==> src/rtl/feature_weight_bank.sv <==
// Storage for NUM_FEATURES convolution kernels of KERNEL_SIZE^2 two's-complement weights,
// loaded by parallel kernel writes or a serial valid/ready stream, with a registered read port.
module feature_weight_bank #(
    parameter  int KERNEL_SIZE  = 3,
    parameter  int NUM_FEATURES = 10,
    parameter  int WEIGHT_W     = 2,
    localparam int TAPS         = KERNEL_SIZE * KERNEL_SIZE,
    localparam int AW           = (NUM_FEATURES > 1) ? $clog2(NUM_FEATURES) : 1
) (
    input  logic                                               clk,
    input  logic                                               rst,
    input  logic                                               feature_WrEn,
    input  logic [AW-1:0]                                      address_w,
    input  logic [TAPS-1:0][WEIGHT_W-1:0]                      feature_weights_input,
    input  logic                                               load_start,
    input  logic                                               s_valid,
    output logic                                               s_ready,
    input  logic [WEIGHT_W-1:0]                                s_weight,
    output logic                                               load_busy,
    output logic                                               load_done,
    input  logic                                               rd_en,
    input  logic [AW-1:0]                                      rd_addr,
    output logic [TAPS-1:0][WEIGHT_W-1:0]                      rd_weights,
    output logic                                               rd_valid,
    output logic                                               wr_err,
    output logic [NUM_FEATURES-1:0]                            feature_valid,
    output logic [NUM_FEATURES-1:0][TAPS-1:0][WEIGHT_W-1:0]    feature_weights_output
);

    localparam int TW = (TAPS > 1) ? $clog2(TAPS) : 1;
    localparam logic [TW-1:0] LAST_TAP    = TW'(TAPS - 1);
    localparam logic [AW-1:0] LAST_KERNEL = AW'(NUM_FEATURES - 1);

    typedef enum logic {
        IDLE = 1'b0,
        LOAD = 1'b1
    } state_t;

    state_t                                            state_q, state_d;
    logic [AW-1:0]                                     kernel_q, kernel_d;
    logic [TW-1:0]                                     tap_q, tap_d;
    logic [NUM_FEATURES-1:0][TAPS-1:0][WEIGHT_W-1:0]   mem_q, mem_d;
    logic [NUM_FEATURES-1:0]                           valid_q, valid_d;
    logic [TAPS-1:0][WEIGHT_W-1:0]                     rd_weights_q, rd_weights_d;
    logic                                              rd_valid_q, rd_valid_d;
    logic                                              wr_err_q, wr_err_d;
    logic                                              load_done_q, load_done_d;

    logic wr_ok;
    logic rd_ok;
    logic stream_hs;
    logic last_tap;
    logic last_kernel;

    assign wr_ok       = feature_WrEn && (state_q == IDLE) && (int'(address_w) < NUM_FEATURES);
    assign rd_ok       = rd_en && (int'(rd_addr) < NUM_FEATURES);
    assign stream_hs   = (state_q == LOAD) && s_valid;
    assign last_tap    = (tap_q == LAST_TAP);
    assign last_kernel = (kernel_q == LAST_KERNEL);

    always_comb begin
        state_d     = state_q;
        kernel_d    = kernel_q;
        tap_d       = tap_q;
        load_done_d = 1'b0;
        case (state_q)
            IDLE: begin
                if (load_start) begin
                    state_d  = LOAD;
                    kernel_d = '0;
                    tap_d    = '0;
                end
            end
            LOAD: begin
                if (stream_hs) begin
                    if (last_tap) begin
                        tap_d = '0;
                        if (last_kernel) begin
                            state_d     = IDLE;
                            kernel_d    = '0;
                            load_done_d = 1'b1;
                        end else begin
                            kernel_d = kernel_q + AW'(1);
                        end
                    end else begin
                        tap_d = tap_q + TW'(1);
                    end
                end
            end
        endcase
    end

    // A load start clears every valid flag last, so it overrides a same-cycle parallel write's flag.
    always_comb begin
        mem_d   = mem_q;
        valid_d = valid_q;
        if (wr_ok) begin
            mem_d[address_w]   = feature_weights_input;
            valid_d[address_w] = 1'b1;
        end
        if (stream_hs) begin
            mem_d[kernel_q][tap_q] = s_weight;
            if (last_tap) begin
                valid_d[kernel_q] = 1'b1;
            end
        end
        if ((state_q == IDLE) && load_start) begin
            valid_d = '0;
        end
    end

    // Reads sample mem_q, so a same-cycle write to the read kernel returns the old contents.
    always_comb begin
        rd_weights_d = rd_weights_q;
        rd_valid_d   = 1'b0;
        wr_err_d     = (feature_WrEn && !wr_ok) || (rd_en && !rd_ok);
        if (rd_ok) begin
            rd_weights_d = mem_q[rd_addr];
            rd_valid_d   = 1'b1;
        end
    end

    always_ff @(posedge clk) begin
        if (rst) begin
            state_q      <= IDLE;
            kernel_q     <= '0;
            tap_q        <= '0;
            mem_q        <= '0;
            valid_q      <= '0;
            rd_weights_q <= '0;
            rd_valid_q   <= 1'b0;
            wr_err_q     <= 1'b0;
            load_done_q  <= 1'b0;
        end else begin
            state_q      <= state_d;
            kernel_q     <= kernel_d;
            tap_q        <= tap_d;
            mem_q        <= mem_d;
            valid_q      <= valid_d;
            rd_weights_q <= rd_weights_d;
            rd_valid_q   <= rd_valid_d;
            wr_err_q     <= wr_err_d;
            load_done_q  <= load_done_d;
        end
    end

    assign s_ready                = (state_q == LOAD);
    assign load_busy              = (state_q == LOAD);
    assign load_done              = load_done_q;
    assign rd_weights             = rd_weights_q;
    assign rd_valid               = rd_valid_q;
    assign wr_err                 = wr_err_q;
    assign feature_valid          = valid_q;
    assign feature_weights_output = mem_q;

endmodule

==> config.mk <==
export PLATFORM = sky130hd
export DESIGN_NAME = feature_weight_bank
export DESIGN_NICKNAME = d
export VERILOG_FILES = /design/src/rtl/feature_weight_bank.sv
export SDC_FILE = /design/constraint.sdc
export NUM_CORES = 1
export LEC_CHECK = 0
export ABC_AREA = 1
export CAP_MARGIN = 0
export CORE_ASPECT_RATIO = 0.8
export CORE_MARGIN = 2
export CORE_UTILIZATION = 53
export DETAILED_ROUTE_END_ITERATION = 10
export PLACE_DENSITY = 0.81
export SLEW_MARGIN = 10
export SYNTH_ARGS = -nofsm -noshare
export SYNTH_HDL_FRONTEND = slang
export SYNTH_SLANG_ARGS = --single-unit
==> constraint.sdc <==
create_clock -name clk -period 2.16 [get_ports clk]
set_input_delay 0.216 -clock clk [delete_from_list [all_inputs] [get_ports clk]]
set_output_delay 0.216 -clock clk [all_outputs]
set_load 0.02 [all_outputs]
After elaboration in Yosys (flattened, before gate mapping)
Cells that the tools add are included.

storage, ports and cells
  register bits = 220
  input port bits = 34
  output and inout bits = 213
  word-level logic and storage cells = 178

cells by class
  $add $sub $neg = 2
  $lt $le $gt $ge = 9
  equal/unequal tests = 5
  multiplexer cells = 34
  bitwise logic cells = 5
  reduce and logical (&&, ||, !) cells = 17

operator list
  operator               count
  $bwmux W180            2
  $mux W180              2
  $demux W18 S4          2
  $bmux W18 S4           1
  $mux W18               3
  $mux W10               3
  $mux W4                6
  $lt A4 B5 Y1 const B   4
  $or A10 B10 Y10        2
  $pmux W4 S2            2
  $ge A4 B1 Y1 const B   3
  $logic_and A1 B1 Y1    10
  $add A4 B1 Y4 const B  2
  $demux W1 S4           2
  $demux W2 S4           1
  $eq A4 B4 Y1 const B   2
  $lt A4 B4 Y1 const B   2
  $mux W1                8
  $ne A2 B1 Y1 const B   2
  $reduce_or A4 Y1       1
  $not A1 Y1             3
  $reduce_and A3 Y1      1
  $logic_not A1 Y1       2
  $mux W2                1
  other kinds (5)        5

Logic depth before layout (Yosys ltp)
  depth after elaboration = 9
  mapped depth = 11
  mapped depth without buffers = 10

Worst setup path before layout
No wires, ideal clock.

  path kind = reg2reg
  from = reg state_q, in the netlist load_busy
  to = reg valid_q[8], in the netlist feature_valid[8]
  library setup time = 115 ps
  arrival time = 1476 ps
  required time = 2045 ps
  slack = 568 ps
  stages on the path, launching flop included = 11
  path buffers = 3
  clock period less this slack = 1592 ps
  cells stage by stage = dfxtp_1 -> buf_6 -> clkinv_2 -> nand3_1 -> nor2_2 -> buf_4 -> nand2_2 -> buf_4 -> nand2_1 -> o21ai_0 -> inv_1

on the way
  word-level cells in the longest chain between the ends = 7
  elaborated cells between the ends (all ways) = 10
  those cells by class = mux (3); bitwise (2); reduce/logical (5)

ends and longest elaborated chain
  element                            RTL line  text
  start, declared                    39        state_t state_q, state_d;
  start signal, assigned             135       state_q <= state_d;
  $not A1 Y1 (no source line)        n/a
  $logic_and A1 B1 Y1 (2 in series)  55        assign wr_ok = feature_WrEn && (state_q == IDLE) && (int'(address_w) < NUM_FEATURES);
  $mux W10                           97        if (wr_ok) begin
  $or A10 B10 Y10 (no source line)   n/a
  $mux W10                           103       if (last_tap) begin
  $mux W10                           101       if (stream_hs) begin
  end signal, assigned               139       valid_q <= valid_d;
  end, declared                      43        logic [NUM_FEATURES-1:0] valid_q, valid_d;

Several ways; a longest one is shown, not always the timed one.
A chain may end at the register's enable or synchronous reset.

Worst setup path in the final report
  from = reg state_q, in the netlist load_busy
  to = out load_busy

RTL lines
  element        RTL line  text
  end, declared  19        output logic load_busy,

No word-level cell between the ends.

==> metrics.yaml <==
r2r-end: "feature_weights_output[29]"
clkTransAtPathRegs_ns: 0.06
die_h_um: 145
synth_area_leader_cell: "dfxtp_1"
detailed_place_hpwl_um: 33200
grt_start_max_net_pins: 77
cts_made_buffers: 24
insertion_delay_ns: 0.53
finalNonFillerCells: 2740
row_count: 51
reg2regPathDepth: 9
dieArea_mm2: 0.0262
syn_nets: 2247
post_route_cells_drive_above_1_share_pct: 5.33
num_io_pins: 247
hold_path.class: "in2reg"
vias: 15300
finalSetupTns_ns: 0
postCtsSetupRepairBufs: 0
routed_wl_um: 47300
min_delay_worst_endpoint: "feature_weights_output[15]"
n_antenna_cell: 0
drtIter0Drc: 1856
min_period_ns: 2.00
cp-end-kind: "primary output"
slew_headroom_pct: 56.9
synth_top_area_share_pct: 33.4
grtUsageTotal_pct: 34.8
die_w_um: 180
htree_levels: 1
placedCellCount: 2696
grt_pass1_vias: 14200
drc: 0
cts_root_buf: "clkbuf_16"
holdPathStages: 4
setup_violations: 0
crit_buf_inv: 1
crit_family: "buffers and inverters"
fin_skew_ns: 0.0109
min_from: "s_weight[1]"
p_leak_uw: 0.00796
grt_pass1_wl_um: 74700
yosysUniqueCellTypes: 29
wl_per_cell_um: 17.3
fmax_mhz: 501
vdd_ir_drop_max_mv: 0.620
powerDensity_mw_per_mm2: 563
cp_max_fo: 6
yosysSeqAreaShare_pct: 33.4
ff2ff_setup_slack_ns: 0.19
netlist_area_mm2: 0.0132
cp_slowest_cell: "clkdlybuf4s50_1"
tightest_slew_ns: 0.646
hold_ws_ns: 0.236
setup.worst_path.start_class: "flop"
rsz0062_at_grt: "no"
clock_sinks: 220
required_ns: 1.94
vias_per_cell: 5.59
r2r-start: "load_busy"
area_growth_pct: 26.6
drt_first_pass_iters: 6
cts.path.max_buffers: 3
grt_antenna_before_repair: 0
synthCells: 2209
num-nets-final: 2442
yosys-top-cells-area: "dfxtp_1 (33%), nand2_1 (19%), inv_1 (12%), nand3_1 (9.7%), o211ai_1 (5.7%)"
post-route-period-util_pct: 92.5
syn_area_per_cell_um2: 5.98
finalMaxSlewViolations: 0
cp_cell_sequence: "clkdlybuf4s50_1"
overflow: 0
cap_violations: 0
worstPathArrival_ns: 1.78
crit_type: "reg2out"
cts_tree: "done"
initial_core_util_pct: 54.2
yosysWarnings: 0
ctsHoldBuffers: 0
portBuffers: 246
n_fill_cell: 2072
cts_resized: 0
max_stage_delay_ns: 0.69
antenna_left: 0
core_area_mm2: 0.0244
place_congestion: 0.933
status: "complete, no violations"
ys_seq_elements: 220
timing.final.hold_violations: 0
-- cells in the mapped netlist, drive strengths merged --
cell	number
nand2	667
inv	424
nand3	257
dfxtp	220
o21ai	168
nor2	163
o211ai	100
clkbuf	64
a21oi	58
buf	56
or2	9
a31oi	8
clkinv	5
ha	4
a211oi	2
nor3	2
nand4	1
xor2	1
-- cell usage in the layout (no fill, tap or decap) --
master | synthesis | routed
nand2_2 | 8 | 8
nand2_4 | 6 | 6
o21ai_1 | 19 | 20
ha_1 | 4 | 4
dfxtp_1 | 220 | 220
o21ai_0 | 149 | 148
clkdlybuf4s50_1 | 0 | 243
a31oi_1 | 8 | 8
nand3_2 | 1 | 1
o211ai_1 | 100 | 100
nand2_1 | 653 | 653
clkinv_2 | 1 | 6
nor2_2 | 10 | 10
inv_2 | 3 | 3
inv_4 | 0 | 1
nor2_1 | 144 | 144
nor2_4 | 9 | 9
buf_4 | 9 | 33
clkbuf_16 | 0 | 25
xor2_1 | 1 | 1
clkbuf_8 | 0 | 3
clkbuf_1 | 64 | 11
a21oi_1 | 58 | 58
buf_12 | 0 | 11
buf_2 | 35 | 2
inv_1 | 421 | 420
or2_2 | 9 | 9
a211oi_1 | 2 | 2
clkinv_1 | 4 | 4
nand3_1 | 256 | 256
nand4_1 | 1 | 1
nor3_2 | 2 | 2
-- final cells by class --
class / instances / area [um2] / share of cell area (%)
Clock buffer: 39 / 708 / 4.24
Timing Repair Buffer: 289 / 2910 / 17.4
Sequential cell: 220 / 4400 / 26.4
Tap cell: 318 / 398 / 2.38
Multi-Input combinational cell: 1440 / 6650 / 39.8
Clock inverter: 5 / 25.0 / 0.150
Inverter: 429 / 1610 / 9.66
-- worst max path at each step --
stage	start	endpoint	slack [ns]	cells after the start
final	load_busy	load_busy	0.16	1
after global routing	load_busy	feature_weights_output[101]	0.08	9
after CTS	load_busy	load_busy	0.17	1
after detailed placement	s_valid	feature_weights_output[29]	0.11	10
after global placement	s_valid	feature_weights_output[31]	0.20	10
after floorplan	load_busy	feature_valid[8]	0.57	10
-- flip-flops by register name, indices dropped and copies added, names as in the netlist --
signal                  cells
load_done                   1
feature_weights_output    180
wr_err                      1
feature_valid              10
kernel_q                    4
rd_valid                    1
tap_q                       4
rd_weights                 18
load_busy                   1
-- where the power goes --
part	internal, uW	leakage, uW	total (uW)	switching (uW)
combinational	421	0.00582	1240	819
sequential	4130	0.00178	4200	70.5
clock	2230	0.000362	3970	1730
total	6780	0.00796	9410	2620
-- metal layers --
metal / track usage, % / wire, um / share of wire [%] / vias up
li1: - / - / - / 7266
met1: 45.4 / 18500 / 39 / 6886
met2: 56.4 / 21500 / 45 / 1017
met3: 6.20 / 5360 / 11 / 153
met4: 15.0 / 2010 / 4.2 / 0
met5: 0 / 0 / 0 / -
-- kinds of logic (layout without fill, tap and decap cells) --
group           Yosys count  in the layout  share of synthesized area (%)
compound gates          336            336                           14.7
xor+xnor                  1              1                         0.0663
fa+ha+maj                 4              4                          0.379
buf+inv                 549            762                           16.3
flops                   220            220                           33.4
simple gates           1099           1099                           35.2
-- stage by stage --
step	instance area [um2]	setup slack [ns]	util, %	power (uW)
after CTS	16700	0.173	68.6	9380
after global routing	16700	0.0801	68.6	9680
after detailed placement	16000	0.106	65.6	5490
after floorplan	13200	0.568	-	4980
after global placement	16000	0.196	65.6	5460
final	16700	0.162	68.6	9410
(Power assumes the default switching activity.)
==> variant, RTL diff (same settings) <==
Put one more register stage on the output `wr_err`. The value now appears one clock later. The other outputs are not delayed to match.
--- a/src/rtl/feature_weight_bank.sv
+++ b/src/rtl/feature_weight_bank.sv
@@ -149,7 +149,9 @@
     assign load_done              = load_done_q;
     assign rd_weights             = rd_weights_q;
     assign rd_valid               = rd_valid_q;
-    assign wr_err                 = wr_err_q;
+    always_ff @(posedge clk) begin
+        wr_err <= wr_err_q;
+    end
     assign feature_valid          = valid_q;
     assign feature_weights_output = mem_q;
 
Behaviour: not the same (Yosys sat finds a counterexample within 4 cycles, from zero or initial values and one cycle with rst high).
==> variant against the unedited design <==
- count of clock-buffer cells in the layout is 2 lower
- setup slack better by 0.010 ns
- clock power is 6.8% higher
- synthesized area is 0.15% higher
- synthesized cell count hardly changed
- power is 3.1% higher
- routed wire length hardly changed
- sequential cell count is 1 higher
- final cell count hardly changed
- final area is 0.53% higher
- largest cell class unchanged
==> variant: results (changes against the unedited design) <==
| Metric | Value |
|---|---|
| Max FFs per register | `180 (unchanged)` |
| Fillers | `2158 (was 2072)` |
| Post-Synth XOR/XNOR Area | `0.0662% (was 0.0663%)` |
| Antenna Nets Post-Route | `0 (unchanged)` |
| Slowest cell on the critical path | `clkdlybuf4s50_1 (unchanged)` |
| Post-synth top cells | `nand2_1, inv_1, nand3_1 (unchanged)` |
| Pre-CTS WS | `0.150 ns (was 0.106 ns)` |
| Post-synthesis sequential area ratio | `33.5% (was 33.4%)` |
| Slew headroom | `58.1% (was 56.9%)` |
| First-pass GRT wire length | `74400 um (was 74700 um)` |
| Largest net degree at the start of global routing | `76 (was 77)` |
| Mean routed wirelength per cell | `17.2 um (was 17.3 um)` |
| Placer Congestion | `0.947 (was 0.933)` |
| Post-CTS Setup Bufs | `0 (unchanged)` |
| Max VDD drop | `0.608 mV (was 0.620 mV)` |
| Worst-path fanout max | `6 (unchanged)` |
| Clk slew on worst S/H paths | `0.06 ns (about the same)` |
| Dpl hpwl | `33200 um (about the same)` |
| Initial DRT Pass Iterations | `6 (unchanged)` |
| Vias in the first global route | `14246 (was 14182)` |
| Synthesized net count | `2248 (was 2247)` |
| 1st-iter DRT viols | `1685 (was 1856)` |
| # diodes | `0 (unchanged)` |
| Status | `completed (unchanged)` |
| CTS Root Buffer Type | `clkbuf_16 (unchanged)` |
| Clock latency on the worst-skew pair | `0.53 ns (about the same)` |
| Gr usage total | `34.8% (about the same)` |
| Clock Tree Buf Depth | `3 (unchanged)` |
| Fin nets | `2444 (was 2442)` |
| Synth area leaders | `dfxtp_1, nand2_1, inv_1 (unchanged)` |
| Adder-cell share of the synthesized area | `0.378% (was 0.379%)` |
| Post-synth ARST share | `0% (unchanged)` |
| Critical Path AT | `1.77 ns` |
| Share of cells above drive strength 1 | `5.45% (was 5.33%)` |
| Most frequent cell after synthesis | `nand2_1 (unchanged)` |
| Unique cell type count in the Yosys netlist | `29 (unchanged)` |
| Vias | `15452 (was 15322)` |
| # port buffers | `246 (unchanged)` |
| Worst clock skew | `0.0154 ns (was 0.0109 ns)` |
| H-tree depth | `1 (unchanged)` |
| EDFF count, synth | `0 (unchanged)` |
| Post-synthesis compound-gate area fraction | `14.7% (about the same)` |
| Max stage delay on crit path | `0.69 ns (about the same)` |
| Leakage | `7.99 nW (was 7.96 nW)` |
| Delay-heaviest family, CP | `buffers and inverters (unchanged)` |
| Num CTS Buffers | `24 (unchanged)` |
-- variant: cell count changes after synthesis --
cell     change
dfxtp_1      +1
-- variant: cell families after synthesis --
kind of cell | Yosys count
AND/OR/NAND/NOR | 1099
buffers and inverters | 549
AO/OA/AOI/OAI | 336
flip-flops | 221
adder cells (fa/ha/maj) | 4
XOR/XNOR | 1
-- variant: per-stage QoR --
stage	util [%]	instances	cell area [um2]	power, mW
after floorplan	-	2210	13200	5.00
after global placement	65.5	2698	16000	5.48
after detailed placement	65.5	2698	16000	5.51
after CTS	68.7	2741	16800	9.69
after global routing	68.7	2741	16800	9.96
final	68.7	2741	16800	9.70
-- variant: where the power goes --
group,switching (mW),total (mW),internal [mW],leakage [nW]
clock network,1.74,4.24,2.50,0.387
logic,0.815,1.24,0.427,5.82
registers,0.0704,4.22,4.15,1.79
-- variant: layer usage --
layer	routed length (um)	vias to the layer above	track usage, %
met2	21100	1018	55.0
met1	18200	6954	45.2
met5	0	-	0
li1	-	7275	-
met4	2850	0	20.2
met3	5160	205	5.35
-- variant: cell type report --
| class | count | area share, % |
|---|---|---|
| clock inverters | 6 | 0.514 |
| well taps | 318 | 2.37 |
| repair buffers | 290 | 17.4 |
| inverters | 429 | 9.61 |
| clock buffers | 37 | 4.23 |
| flip-flops and latches | 221 | 26.3 |
| multi-input cells | 1440 | 39.6 |
-- variant: final timing paths --
check | end | slack [ns] | depth (start not counted) | start
setup reg to reg | feature_weights_output[142] | 0.18 | 10 | tap_q[0]
hold reg to reg | wr_err | 0.34 | 0 | wr_err_q
hold / removal | feature_weights_output[86] | 0.22 | 7 | s_weight[0]
setup / recovery | load_busy | 0.17 | 1 | load_busy
-- variant: worst min-delay path: stages --
cell and delay, ns:
buf_2 0.12, inv_1 0.13, nand2_1 0.10, nand2_1 0.04
inv_1 0.04, nand2_1 0.04, inv_1 0.04
